--- src/rtl/rs_issue_sched.sv ---
// Issue scheduler: picks at most one ready entry per cycle from the add/sub and mul/div
// reservation stations, round-robin within a class and alternating between classes.
module rs_issue_sched #(
   parameter int NUM_ADD = 3,
   parameter int NUM_MUL = 3,
   parameter int IDX_W   = 2,
   parameter int MUL_LAT = 3
) (
   input  logic               clk1,
   input  logic               rst_n,
   input  logic [NUM_ADD-1:0] add_rdy,
   input  logic [NUM_MUL-1:0] mul_rdy,
   input  logic               iss_stall,
   input  logic               flush,
   output logic               iss_valid,
   output logic               iss_cls,
   output logic [IDX_W-1:0]   iss_idx,
   output logic [NUM_ADD-1:0] add_clr,
   output logic [NUM_MUL-1:0] mul_clr,
   output logic               mul_busy
);

   localparam int CNT_W = (MUL_LAT > 1) ? $clog2(MUL_LAT) : 1;

   logic [IDX_W-1:0]   add_ptr, mul_ptr;
   logic [NUM_ADD-1:0] add_mask;
   logic [NUM_MUL-1:0] mul_mask;
   logic [CNT_W-1:0]   mul_cnt;
   logic               last_cls;

   logic [NUM_ADD-1:0] add_elig, add_set;
   logic [NUM_MUL-1:0] mul_elig, mul_set;
   logic               add_any, mul_any, grant, gnt_cls;
   logic [IDX_W-1:0]   add_pick, mul_pick, gnt_idx, aidx, midx;
   int                 aj, mj;

   assign mul_busy = (mul_cnt != '0);

   always_comb begin
      add_elig = add_rdy & ~add_mask;
      mul_elig = mul_rdy & ~mul_mask & {NUM_MUL{mul_cnt == '0}};
      add_any  = |add_elig;
      mul_any  = |mul_elig;
      add_pick = '0;
      mul_pick = '0;
      aj       = 0;
      mj       = 0;
      aidx     = '0;
      midx     = '0;
      // Scan from the farthest offset down so the nearest eligible index after ptr wins.
      for (int k = NUM_ADD - 1; k >= 0; k--) begin
         aj = int'(add_ptr) + k;
         if (aj >= NUM_ADD) aj = aj - NUM_ADD;
         aidx = IDX_W'(aj);
         if (add_elig[aidx]) add_pick = aidx;
      end
      for (int k = NUM_MUL - 1; k >= 0; k--) begin
         mj = int'(mul_ptr) + k;
         if (mj >= NUM_MUL) mj = mj - NUM_MUL;
         midx = IDX_W'(mj);
         if (mul_elig[midx]) mul_pick = midx;
      end
      grant   = ~iss_stall & ~flush & (add_any | mul_any);
      gnt_cls = (add_any & mul_any) ? ~last_cls : mul_any;
      gnt_idx = gnt_cls ? mul_pick : add_pick;
      add_set = (grant && !gnt_cls) ? (NUM_ADD'(1) << add_pick) : '0;
      mul_set = (grant &&  gnt_cls) ? (NUM_MUL'(1) << mul_pick) : '0;
   end

   always_ff @(posedge clk1) begin
      if (!rst_n || flush) begin
         iss_valid <= 1'b0;
         iss_cls   <= 1'b0;
         iss_idx   <= '0;
         add_clr   <= '0;
         mul_clr   <= '0;
         add_ptr   <= '0;
         mul_ptr   <= '0;
         add_mask  <= '0;
         mul_mask  <= '0;
         mul_cnt   <= '0;
         last_cls  <= 1'b1;
      end else begin
         iss_valid <= grant;
         iss_cls   <= grant & gnt_cls;
         iss_idx   <= grant ? gnt_idx : '0;
         add_clr   <= add_set;
         mul_clr   <= mul_set;
         // A mask drops once the RS frees the entry (rdy low); the grant sets it.
         add_mask  <= (add_mask & add_rdy) | add_set;
         mul_mask  <= (mul_mask & mul_rdy) | mul_set;
         if (grant) begin
            last_cls <= gnt_cls;
            if (gnt_cls)
               mul_ptr <= (mul_pick == IDX_W'(NUM_MUL - 1)) ? '0 : mul_pick + IDX_W'(1);
            else
               add_ptr <= (add_pick == IDX_W'(NUM_ADD - 1)) ? '0 : add_pick + IDX_W'(1);
         end
         if (grant && gnt_cls)
            mul_cnt <= CNT_W'(MUL_LAT - 1);
         else if (mul_cnt != '0)
            mul_cnt <= mul_cnt - CNT_W'(1);
      end
   end

endmodule

--- config.mk ---
export PLATFORM = sky130hd
export DESIGN_NAME = rs_issue_sched
export DESIGN_NICKNAME = d
export VERILOG_FILES = /design/src/rtl/rs_issue_sched.sv
export SDC_FILE = /design/constraint.sdc
export NUM_CORES = 1
export LEC_CHECK = 0
export ABC_AREA = 1
export CAP_MARGIN = 25
export CORE_MARGIN = 2
export CORE_UTILIZATION = 35
export DETAILED_ROUTE_END_ITERATION = 10
export HOLD_SLACK_MARGIN = 0.03
export SLEW_MARGIN = 15
export SYNTH_ARGS = -nofsm -noshare
export SYNTH_HDL_FRONTEND = slang
export SYNTH_SLANG_ARGS = --single-unit
--- constraint.sdc ---
create_clock -name clk1 -period 2 [get_ports clk1]
set_input_delay 0.3 -clock clk1 [delete_from_list [all_inputs] [get_ports clk1]]
set_output_delay 0.3 -clock clk1 [all_outputs]
set_load 0.01 [all_outputs]
==> run metrics, run 1 <==
endpoints failing setup 0; number of cell rows 21; post-synth net total 197; die extent in x 63.5 µm; H-tree levels 1; Die H 63.5 µm; Period minus WS final 1.79 ns; clock latency on the worst-skew pair 0.32 ns; sequence of cells on the critical path nor2_4 > inv_1 > clkdlybuf4s50_1; overall power after layout 0.821 mW; first-pass GRT wire length 4.42 mm; number of detailed-route iterations in the first pass 4; fraction of final layout cells sized beyond drive strength 1 0.117; post-synthesis sequential area ratio 0.371; standard cell with the maximum stage delay on the critical path sky130_fd_sc_hd__clkdlybuf4s50_1; total number of vias 1,121; Setup crit start kind register; number of global-route vias before repair 1,056; Worst Min Path Start last_cls$_SDFFE_PP1P_; Reg2Reg Depth 12; overall die area 0.00403 mm²; maximum number of pins on one net before global-route repair 14; Util after Layout 0.455; startpoint of the worst-slack reg-to-reg timing path add_ptr[0]$_SDFFE_PP0P_; placement-stage cell area 0.00150 mm²; RePlAce Congestion 0.761; post-cts resize count 0; cell type with the largest total area after synthesis sky130_fd_sc_hd__dfxtp_1; # DRC 0; largest fanout on the critical path 10; flip-flop cell with the highest count after synthesis sky130_fd_sc_hd__dfxtp_1; area added between synthesis and finish 23.3%; number of vias per cell after detailed routing 4.45; Initial Util 0.369; Static Leakage 0.824 nW; number of hold-repair buffers added at the cts stage 0; Worst Hold Depth 2; crit share post-route 0.894; clock edge transition at the registers on the reported setup and hold paths 0.12 ns; root buffer cell sky130_fd_sc_hd__clkbuf_4; detailed-route wire length per cell 9.76 µm; count of inserted antenna diode cells 0; cell area after synthesis 0.00124 mm²; capture endpoint of the worst hold path last_cls$_SDFFE_PP1P_; Top delay family on crit path buffers and inverters; worst hold path class reg2reg; DRC marker count from the first detailed-route iteration 64; number of distinct library cell variants in the gate-level netlist after synthesis 22; sort of element at the end of the critical path primary output; count of input and output buffers 20; outcome complete, no violations; antenna violation net count after detailed routing 0; post-route cell area 0.00153 mm²; power density normalized to cell area 537 mW/mm²; Core Box Area 0.00336 mm²; critical path class reg2out; antenna violations before repair 0; Routed WL 2.46 mm; share of flip-flops with an asynchronous set or reset after synthesis 0; setup slack of the worst register-to-register path 0.23 ns; EDFF count, synth 0; total CTS buffers 3; number of top-level pins 21; delay of the slowest cell on the worst path 0.48 ns; post-CTS setup buffer count 0; number of buffer and inverter stages on the critical path 2; Max Buffers Root-to-Sink 2; gate count after technology mapping 182; max frequency 0.559 GHz; worst clock skew on the final layout 0.000962 ns; transition time at the pin with the least slew margin 0.321 ns; Final Hold Viols 0; Data required, critical path 1.70 ns; grt total ovfl 0; global router's overall resource usage 0.141; largest vdd supply drop 0.272 mV; clock tree from TritonCTS done; net count of the finished layout 222; unrepaired setup endpoints after global routing false; number of maximum-capacitance violations 0; Total Negative Setup Slacks 0 ns; leading post-synthesis cells by cell area sky130_fd_sc_hd__dfxtp_1, sky130_fd_sc_hd__nand2_1, sky130_fd_sc_hd__inv_1; data arrival time of the worst path 1.49 ns; post-detailed-placement half-perimeter wirelength 2.02 mm; Yosys warning count 0; clk sinks 23; Final Max Tran Viols 0; count of state elements after synthesis 23; mean instance size in the synthesized netlist 6.81 µm²; worst flop-to-flop path endpoint add_ptr[1]$_SDFFE_PP0P_; top-area cell type share of the netlist area 0.371; Slew headroom 0.786
## report_power, final
| part | internal, mW | total (mW) | switching (mW) | leakage (nW) |
|---|---|---|---|---|
| registers | 0.465 | 0.469 | 0.00351 | 0.186 |
| logic | 0.0546 | 0.133 | 0.0779 | 0.621 |
| clock network | 0.0750 | 0.219 | 0.144 | 0.0177 |
| total | 0.595 | 0.821 | 0.226 | 0.824 |
## metrics by stage
stage	hold WS, ns	instances	setup WS (ns)
3_3_place_gp	0.444	248	0.0670
6_report	0.464	252	0.212
2_1_floorplan	0.426	182	0.460
5_1_grt	0.478	252	0.0116
4_1_cts	0.465	252	0.192
3_5_place_dp	0.443	248	0.101
## worst max path at each step
stage,cells past startpoint,end,from
2_1_floorplan,12,add_mask[1]$_SDFF_PP0_,add_ptr[0]$_SDFFE_PP0P_
6_report,3,mul_busy,mul_cnt[1]$_SDFFE_PP0P_
4_1_cts,3,mul_busy,mul_cnt[1]$_SDFFE_PP0P_
3_3_place_gp,7,add_mask[0]$_SDFF_PP0_,add_rdy[2]
5_1_grt,12,add_ptr[1]$_SDFFE_PP0P_,add_ptr[0]$_SDFFE_PP0P_
3_5_place_dp,7,add_mask[0]$_SDFF_PP0_,add_rdy[2]
## worst register-to-register path, delay by kind of cell, from the launching register on
family | cells | cell delay, ns
AND/OR/NAND/NOR | 9 | 0.73
buffers and inverters | 2 | 0.20
adder cells (fa/ha/maj) | 1 | 0.36
flip-flops | 1 | 0.39
## final cells by class
cell class	count	area (µm²)
Multi-Input combinational cell	120	633
Tap cell	46	57.6
Timing Repair Buffer	21	208
Clock inverter	1	5.00
Fill cell	385	1830
Clock buffer	3	22.5
Sequential cell	23	460
Inverter	38	143
## cells in the final DEF (no fill, tap or decap), drive strengths merged
cell / n
dfxtp: 23
nand4: 5
o211ai: 1
clkbuf: 3
a21oi: 5
inv: 38
nor3: 3
buf: 1
or2: 1
ha: 5
nand3: 23
o21ai: 5
clkdlybuf4s50: 20
a21boi: 1
nand2: 48
nor2: 23
clkinv: 1
## Yosys cell counts, drive strengths merged (3+ instances only)
| cell type | n |
|---|---|
| nand2 | 48 |
| ha | 5 |
| nand4 | 5 |
| nor3 | 3 |
| nor2 | 23 |
| inv | 38 |
| a21oi | 5 |
| o21ai | 5 |
| nand3 | 23 |
| dfxtp | 23 |
## routing by layer
metal / GRT usage / up-vias / routed length (µm)
met2: 0.245 / 18 / 1180
met4: 0.0815 / 0 / 61
met5: 0 / - / 0
met3: 0.0179 / 6 / 66
met1: 0.164 / 488 / 1150
li1: - / 609 / -
## kinds of logic (layout without fill, tap and decap cells)
group / Yosys count / after routing / share of synthesized area
AOI/OAI and AO/OA: 12 / 12 / 0.0656
adders and majority gates: 5 / 5 / 0.0505
buffers and inverters: 39 / 63 / 0.118
DFF: 23 / 23 / 0.371
and+or+nand+nor: 103 / 103 / 0.395
## flip-flops by register name, summed over array words and instances, names as in the netlist
name	cells
add_clr	3
add_mask	3
mul_clr	3
mul_mask	3
add_ptr	2
iss_idx	2
mul_cnt	2
mul_ptr	2
iss_cls	1
iss_valid	1
last_cls	1
Power figures use the tool's default switching activity.
==> run 2: changes to the inputs <==
clock period = 1.55 ns   (was 2 ns; I/O delays follow)
==> run metrics, run 2 (synthesis gave the netlist of run 1 again) <==
startpoint of the worst-slack reg-to-reg timing path add_ptr[1]$_SDFFE_PP0P_ (was add_ptr[0]$_SDFFE_PP0P_); startpoint of the worst setup timing path add_ptr[1]$_SDFFE_PP0P_ (was mul_cnt[1]$_SDFFE_PP0P_); critical path class reg2reg (was reg2out); detailed-route wire length per cell 11.0 µm (was 9.76 µm); worst hold path class reg2reg (unchanged); die extent in x 63.5 µm (unchanged); total CTS buffers 3 (unchanged); first-pass GRT wire length 5.06 mm (was 4.42 mm); antenna violation net count after detailed routing 0 (unchanged); fraction of final layout cells sized beyond drive strength 1 0.341 (was 0.117); root buffer cell sky130_fd_sc_hd__clkbuf_4 (unchanged); Routed WL 3.00 mm (was 2.46 mm); area added between synthesis and finish 48.7% (was 23.3%); Setup crit start kind register (unchanged); Slew headroom 0.845 (was 0.786); H-tree levels 1 (unchanged); Static Leakage 0.956 nW (was 0.824 nW); post-detailed-placement half-perimeter wirelength 2.14 mm (was 2.02 mm); most common cell after layout, fill and taps aside sky130_fd_sc_hd__nand2_1 (unchanged); grt total ovfl 0 (unchanged); outcome complete, no violations (unchanged); Multi-input gate area 762 µm² (was 633 µm²); number of detailed-route iterations in the first pass 4 (unchanged); # DRC 0 (unchanged); Worst Min Path Start last_cls$_SDFFE_PP1P_ (unchanged); worst clock skew on the final layout 0.00175 ns (was 0.000962 ns); Max Buffers Root-to-Sink 2 (unchanged); DRC marker count from the first detailed-route iteration 37 (was 64); overall die area 0.00403 mm² (unchanged); setup slack of the worst register-to-register path 0.006 ns (was 0.23 ns); Final Max Tran Viols 0 (unchanged); number of maximum-capacitance violations 0 (unchanged); number of top-level pins 21 (unchanged); number of global-route vias before repair 1,240 (was 1,056); max frequency 0.648 GHz; crit share post-route 0.996; clk sinks 23 (unchanged); largest vdd supply drop 0.423 mV (was 0.272 mV); global router's overall resource usage 0.157 (was 0.141); clock tree from TritonCTS done (unchanged); RePlAce Congestion 0.832 (was 0.761); power density normalized to cell area 609 mW/mm² (was 537 mW/mm²); net count of the finished layout 242 (was 222); unrepaired setup endpoints after global routing true (was false); placement-stage cell area 0.00161 mm² (was 0.00150 mm²); Die H 63.5 µm (unchanged); post-route cell area 0.00184 mm² (was 0.00153 mm²); number of hold-repair buffers added at the cts stage 0 (unchanged); count of inserted antenna diode cells 0 (unchanged); number of vias per cell after detailed routing 4.57 (was 4.45); Core Box Area 0.00336 mm² (unchanged); clock edge transition at the registers on the reported setup and hold paths 0.13 ns (was 0.12 ns); count of input and output buffers 20 (unchanged); endpoints failing setup 0 (unchanged); total number of vias 1,243 (was 1,121); largest fanout on the critical path 4 (was 10); maximum number of pins on one net before global-route repair 14 (unchanged); data arrival time of the worst path 1.82 ns (was 1.49 ns); Initial Util 0.369 (unchanged); Data required, critical path 1.82 ns (was 1.70 ns); Util after Layout 0.548 (was 0.455); most used cells in the layout excluding fill and tap cells sky130_fd_sc_hd__nand2_1, sky130_fd_sc_hd__inv_1, sky130_fd_sc_hd__clkdlybuf4s50_1 (was sky130_fd_sc_hd__nand2_1, sky130_fd_sc_hd__inv_1, sky130_fd_sc_hd__dfxtp_1); antenna violations before repair 0 (unchanged); sort of element at the end of the critical path register (was primary output); number of cell rows 21 (unchanged); clock latency on the worst-skew pair 0.32 ns (about the same); Final Hold Viols 0 (unchanged); transition time at the pin with the least slew margin 0.231 ns (was 0.321 ns); Period minus WS final 1.54 ns; Fill cells 349 (was 385); Sequential cell area 473 µm² (was 460 µm²)
run 2: metrics by stage:
stage | hold slack, ns | TNS, ns | total power, mW | instances | worst slack (ns)
detailed placement | 0.446 | -3.86 | 0.806 | 262 | -0.264
floorplan | 0.371 | 0 | 0.730 | 182 | 0.00965
CTS | 0.467 | 0 | 1.10 | 269 | 0.000842
finish | 0.460 | 0 | 1.12 | 272 | 0.00588
global placement | 0.441 | -3.98 | 0.806 | 262 | -0.255
global route | 0.494 | -1.68 | 1.19 | 272 | -0.172
run 2: cell type report:
cell class              instances  area share
clock buffers                   3      0.0122
clock inverters                 1     0.00271
inverters                      38      0.0828
multi-input cells             120       0.413
flip-flops and latches         23       0.256
well taps                      46      0.0312
repair buffers                 41       0.201
run 2: timing repair:
item | 4_1_cts | 5_1_grt
buffers inserted | 3 | 3
pin swaps | 8 | 12
resized for setup | 24 | 27
endpoints found under the setup margin | 19 | 18
run 2: worst paths after layout:
kind,to,cells after the start
setup reg to reg,add_ptr[0]$_SDFFE_PP0P_,7
hold reg to reg,last_cls$_SDFFE_PP1P_,2
setup / recovery,add_ptr[0]$_SDFFE_PP0P_,7
hold / removal,last_cls$_SDFFE_PP1P_,2
run 2: power by group:
part	leakage, nW	total (mW)	internal (mW)	switching [mW]
registers	0.190	0.604	0.598	0.00553
logic	0.749	0.230	0.105	0.125
clock network	0.0177	0.289	0.0968	0.192
run 2: metal layers:
metal / vias to the layer above / wire length [µm] / global-route usage
met5: - / 0 / 0
met4: 0 / 76 / 0.0761
met3: 9 / 83 / 0.0196
met2: 22 / 1560 / 0.295
met1: 562 / 1280 / 0.171
li1: 650 / - / -
run 2: worst max-delay path, cell delays in order (launching register included):
cell	delay (ns)
sky130_fd_sc_hd__dfxtp_4	0.40
sky130_fd_sc_hd__ha_4	0.27
sky130_fd_sc_hd__buf_4	0.15
sky130_fd_sc_hd__a21oi_2	0.18
sky130_fd_sc_hd__o21ai_4	0.09
sky130_fd_sc_hd__a21boi_2	0.21
sky130_fd_sc_hd__nand3_2	0.13
sky130_fd_sc_hd__nand2_1	0.07
==> run 3: changes to the inputs <==
CORE_UTILIZATION = 47   (was 35)
PLACE_DENSITY = 0.75   (was default)
==> run metrics, run 3 (synthesis gave the netlist of run 1 again) <==
outcome complete, but fails checks (was complete, no violations); violated checks setup timing; total number of vias 1,277 (was 1,243); Static Leakage 0.923 nW (was 0.956 nW); power density normalized to cell area 620 mW/mm² (was 609 mW/mm²); transition time at the pin with the least slew margin 0.340 ns (was 0.231 ns); data arrival time of the worst path 1.78 ns (was 1.82 ns); Routed WL 3.04 mm (was 3.00 mm); clock edge transition at the registers on the reported setup and hold paths 0.12 ns (was 0.13 ns); fraction of final layout cells sized beyond drive strength 1 0.374 (was 0.341); Die H 55.4 µm (was 63.5 µm); area added between synthesis and finish 45.7% (was 48.7%); post-detailed-placement half-perimeter wirelength 2.04 mm (was 2.14 mm); Final Max Tran Viols 0 (unchanged); standard cell with the maximum stage delay on the critical path sky130_fd_sc_hd__dfxtp_4 (unchanged); proportion of power drawn by the clock network 0.254 (was 0.257); hold slack 0.463 ns (was 0.460 ns); unrepaired setup endpoints after global routing true (unchanged); DR WL met3 216 µm (was 83 µm); total net switching power 0.324 mW (was 0.323 mW); Internal Dissipation 0.797 mW (was 0.800 mW); Final Hold Viols 0 (unchanged); global router's overall resource usage 0.185 (was 0.157); clk sinks 23 (unchanged); Multi-input gate area 783 µm² (was 762 µm²); count of inserted antenna diode cells 0 (unchanged); count of input and output buffers 20 (unchanged); Core Box Area 0.00250 mm² (was 0.00336 mm²); clock tree from TritonCTS done (unchanged); maximum number of pins on one net before global-route repair 14 (unchanged); endpoints failing setup 2 (was 0); worst clock skew on the final layout 0.0107 ns (was 0.00175 ns); overall die area 0.00307 mm² (was 0.00403 mm²); Period minus WS final 1.57 ns (was 1.54 ns); part of the power in registers 0.539 (was 0.538); most common cell after layout, fill and taps aside sky130_fd_sc_hd__nand2_1 (unchanged); grt total ovfl 0 (unchanged); detailed-route wire length per cell 12.1 µm (was 11.0 µm); share of total power in combinational logic 0.207 (was 0.205); Fill cells 197 (was 349); largest vdd supply drop 0.548 mV (was 0.423 mV); Net Sw Frac 0.289 (was 0.288); sort of element at the end of the critical path register (unchanged); root buffer cell sky130_fd_sc_hd__clkbuf_4 (unchanged); clock latency on the worst-skew pair 0.31 ns (was 0.32 ns); crit share post-route 1.01 (was 0.996); first-pass GRT wire length 4.73 mm (was 5.06 mm); number of hold-repair buffers added at the cts stage 0 (unchanged); Max Buffers Root-to-Sink 2 (unchanged); Setup crit start kind register (unchanged); number of vias per cell after detailed routing 5.07 (was 4.57); Util after Layout 0.723 (was 0.548); total CTS buffers 3 (unchanged); post-placement worst setup slack -0.269 ns (was -0.264 ns); H-tree levels 1 (unchanged); overall power after layout 1.12 mW (about the same); worst hold path class reg2reg (unchanged); Sequential cell area 473 µm² (unchanged); DRC marker count from the first detailed-route iteration 48 (was 37); sum of routed wire segments on met1 1.33 mm (was 1.28 mm); antenna violation net count after detailed routing 0 (unchanged); met2 routed wirelength 1.48 mm (was 1.56 mm); Data required, critical path 1.77 ns (was 1.82 ns); post-layout worst setup margin -0.0155 ns (was 0.00588 ns); # DRC 0 (unchanged); post-route insts no fill 252 (was 272); sequence of cells on the critical path inv_4 > ha_4 > nor3_2 > nor2_1 > nor2_1 > nor2_1 > nor2_2 > nor2_1 > nand2_1 > nand2_1 (was ha_4 > buf_4 > a21oi_2 > o21ai_4 > a21boi_2 > nand3_2 > nand2_1); number of top-level pins 21 (unchanged); number of maximum-capacitance violations 0 (unchanged); number of detailed-route iterations in the first pass 4 (unchanged); RePlAce Congestion 0.963 (was 0.832); critical path class reg2reg (unchanged); Initial Util 0.496 (was 0.369); library cell appearing most often on the critical path sky130_fd_sc_hd__nor2_1; delay of the slowest cell on the worst path 0.41 ns (was 0.40 ns); die extent in x 55.4 µm (was 63.5 µm); most used cells in the layout excluding fill and tap cells sky130_fd_sc_hd__nand2_1, sky130_fd_sc_hd__inv_1, sky130_fd_sc_hd__clkdlybuf4s50_1 (unchanged); number of cell rows 18 (was 21); top layer used by detailed routing met4 (unchanged); antenna violations before repair 0 (unchanged); net count of the finished layout 238 (was 242); placed cells 243 (was 262); max frequency 0.639 GHz (was 0.648 GHz); Slew headroom 0.773 (was 0.845); largest fanout on the critical path 5 (was 4); number of global-route vias before repair 1,121 (was 1,240)
## run 3: final timing paths
check                                from  slack [ns]  cells past startpoint                      end
hold / removal    mul_cnt[0]$_SDFFE_PP0P_        0.46                      1  mul_cnt[0]$_SDFFE_PP0P_
hold reg to reg   mul_cnt[0]$_SDFFE_PP0P_        0.46                      1  mul_cnt[0]$_SDFFE_PP0P_
setup reg to reg  add_ptr[0]$_SDFFE_PP0P_       -0.02                     10   add_mask[1]$_SDFF_PP0_
setup / recovery  add_ptr[0]$_SDFFE_PP0P_       -0.02                     10   add_mask[1]$_SDFF_PP0_
## run 3: per-layer routing
layer,up-vias,global-route usage
li1,648,-
met1,569,0.251
met2,55,0.308
met3,5,0.0304
met4,0,0.0418
met5,-,0
## run 3: metrics by stage
step           cell area, µm²  TNS, ns
4_1_cts                  1660   -0.104
3_3_place_gp             1560    -2.99
5_1_grt                  1810   -0.722
6_report                 1810  -0.0289
2_1_floorplan            1240        0
3_5_place_dp             1560    -4.02
## run 3: critical path: cells and delay by family (launching register included)
family / cells / cell delay (ns)
AND/OR/NAND/NOR: 8 / 0.78
flip-flops: 1 / 0.41
adder cells (fa/ha/maj): 1 / 0.24
buffers and inverters: 1 / 0.05
## run 3: power by group through the flow
| stage | registers (mW) | clock network [mW] | logic, mW |
|---|---|---|---|
| 6_report | 0.604 | 0.285 | 0.232 |
| 5_1_grt | 0.605 | 0.318 | 0.253 |
| 4_1_cts | 0.604 | 0.287 | 0.196 |
| 3_5_place_dp | 0.618 | 0 | 0.187 |
| 3_3_place_gp | 0.618 | 0 | 0.184 |
| 2_1_floorplan | 0.620 | 0 | 0.110 |
## run 3: cell type report
type                       count  share of cell area
sequential                    23               0.262
clock inverter                 1             0.00277
multi-input combinational    120               0.434
inverter                      38              0.0852
tap                           30              0.0208
clock buffer                   3              0.0125
timing repair buffer          37               0.184
## run 3: what timing repair did
item / 4_1_cts / 5_1_grt
endpoints found under the setup margin: 17 / 17
cloned: 0 / 1
resized for setup: 20 / 38
pin swaps: 9 / 21
buffers inserted: 1 / 3
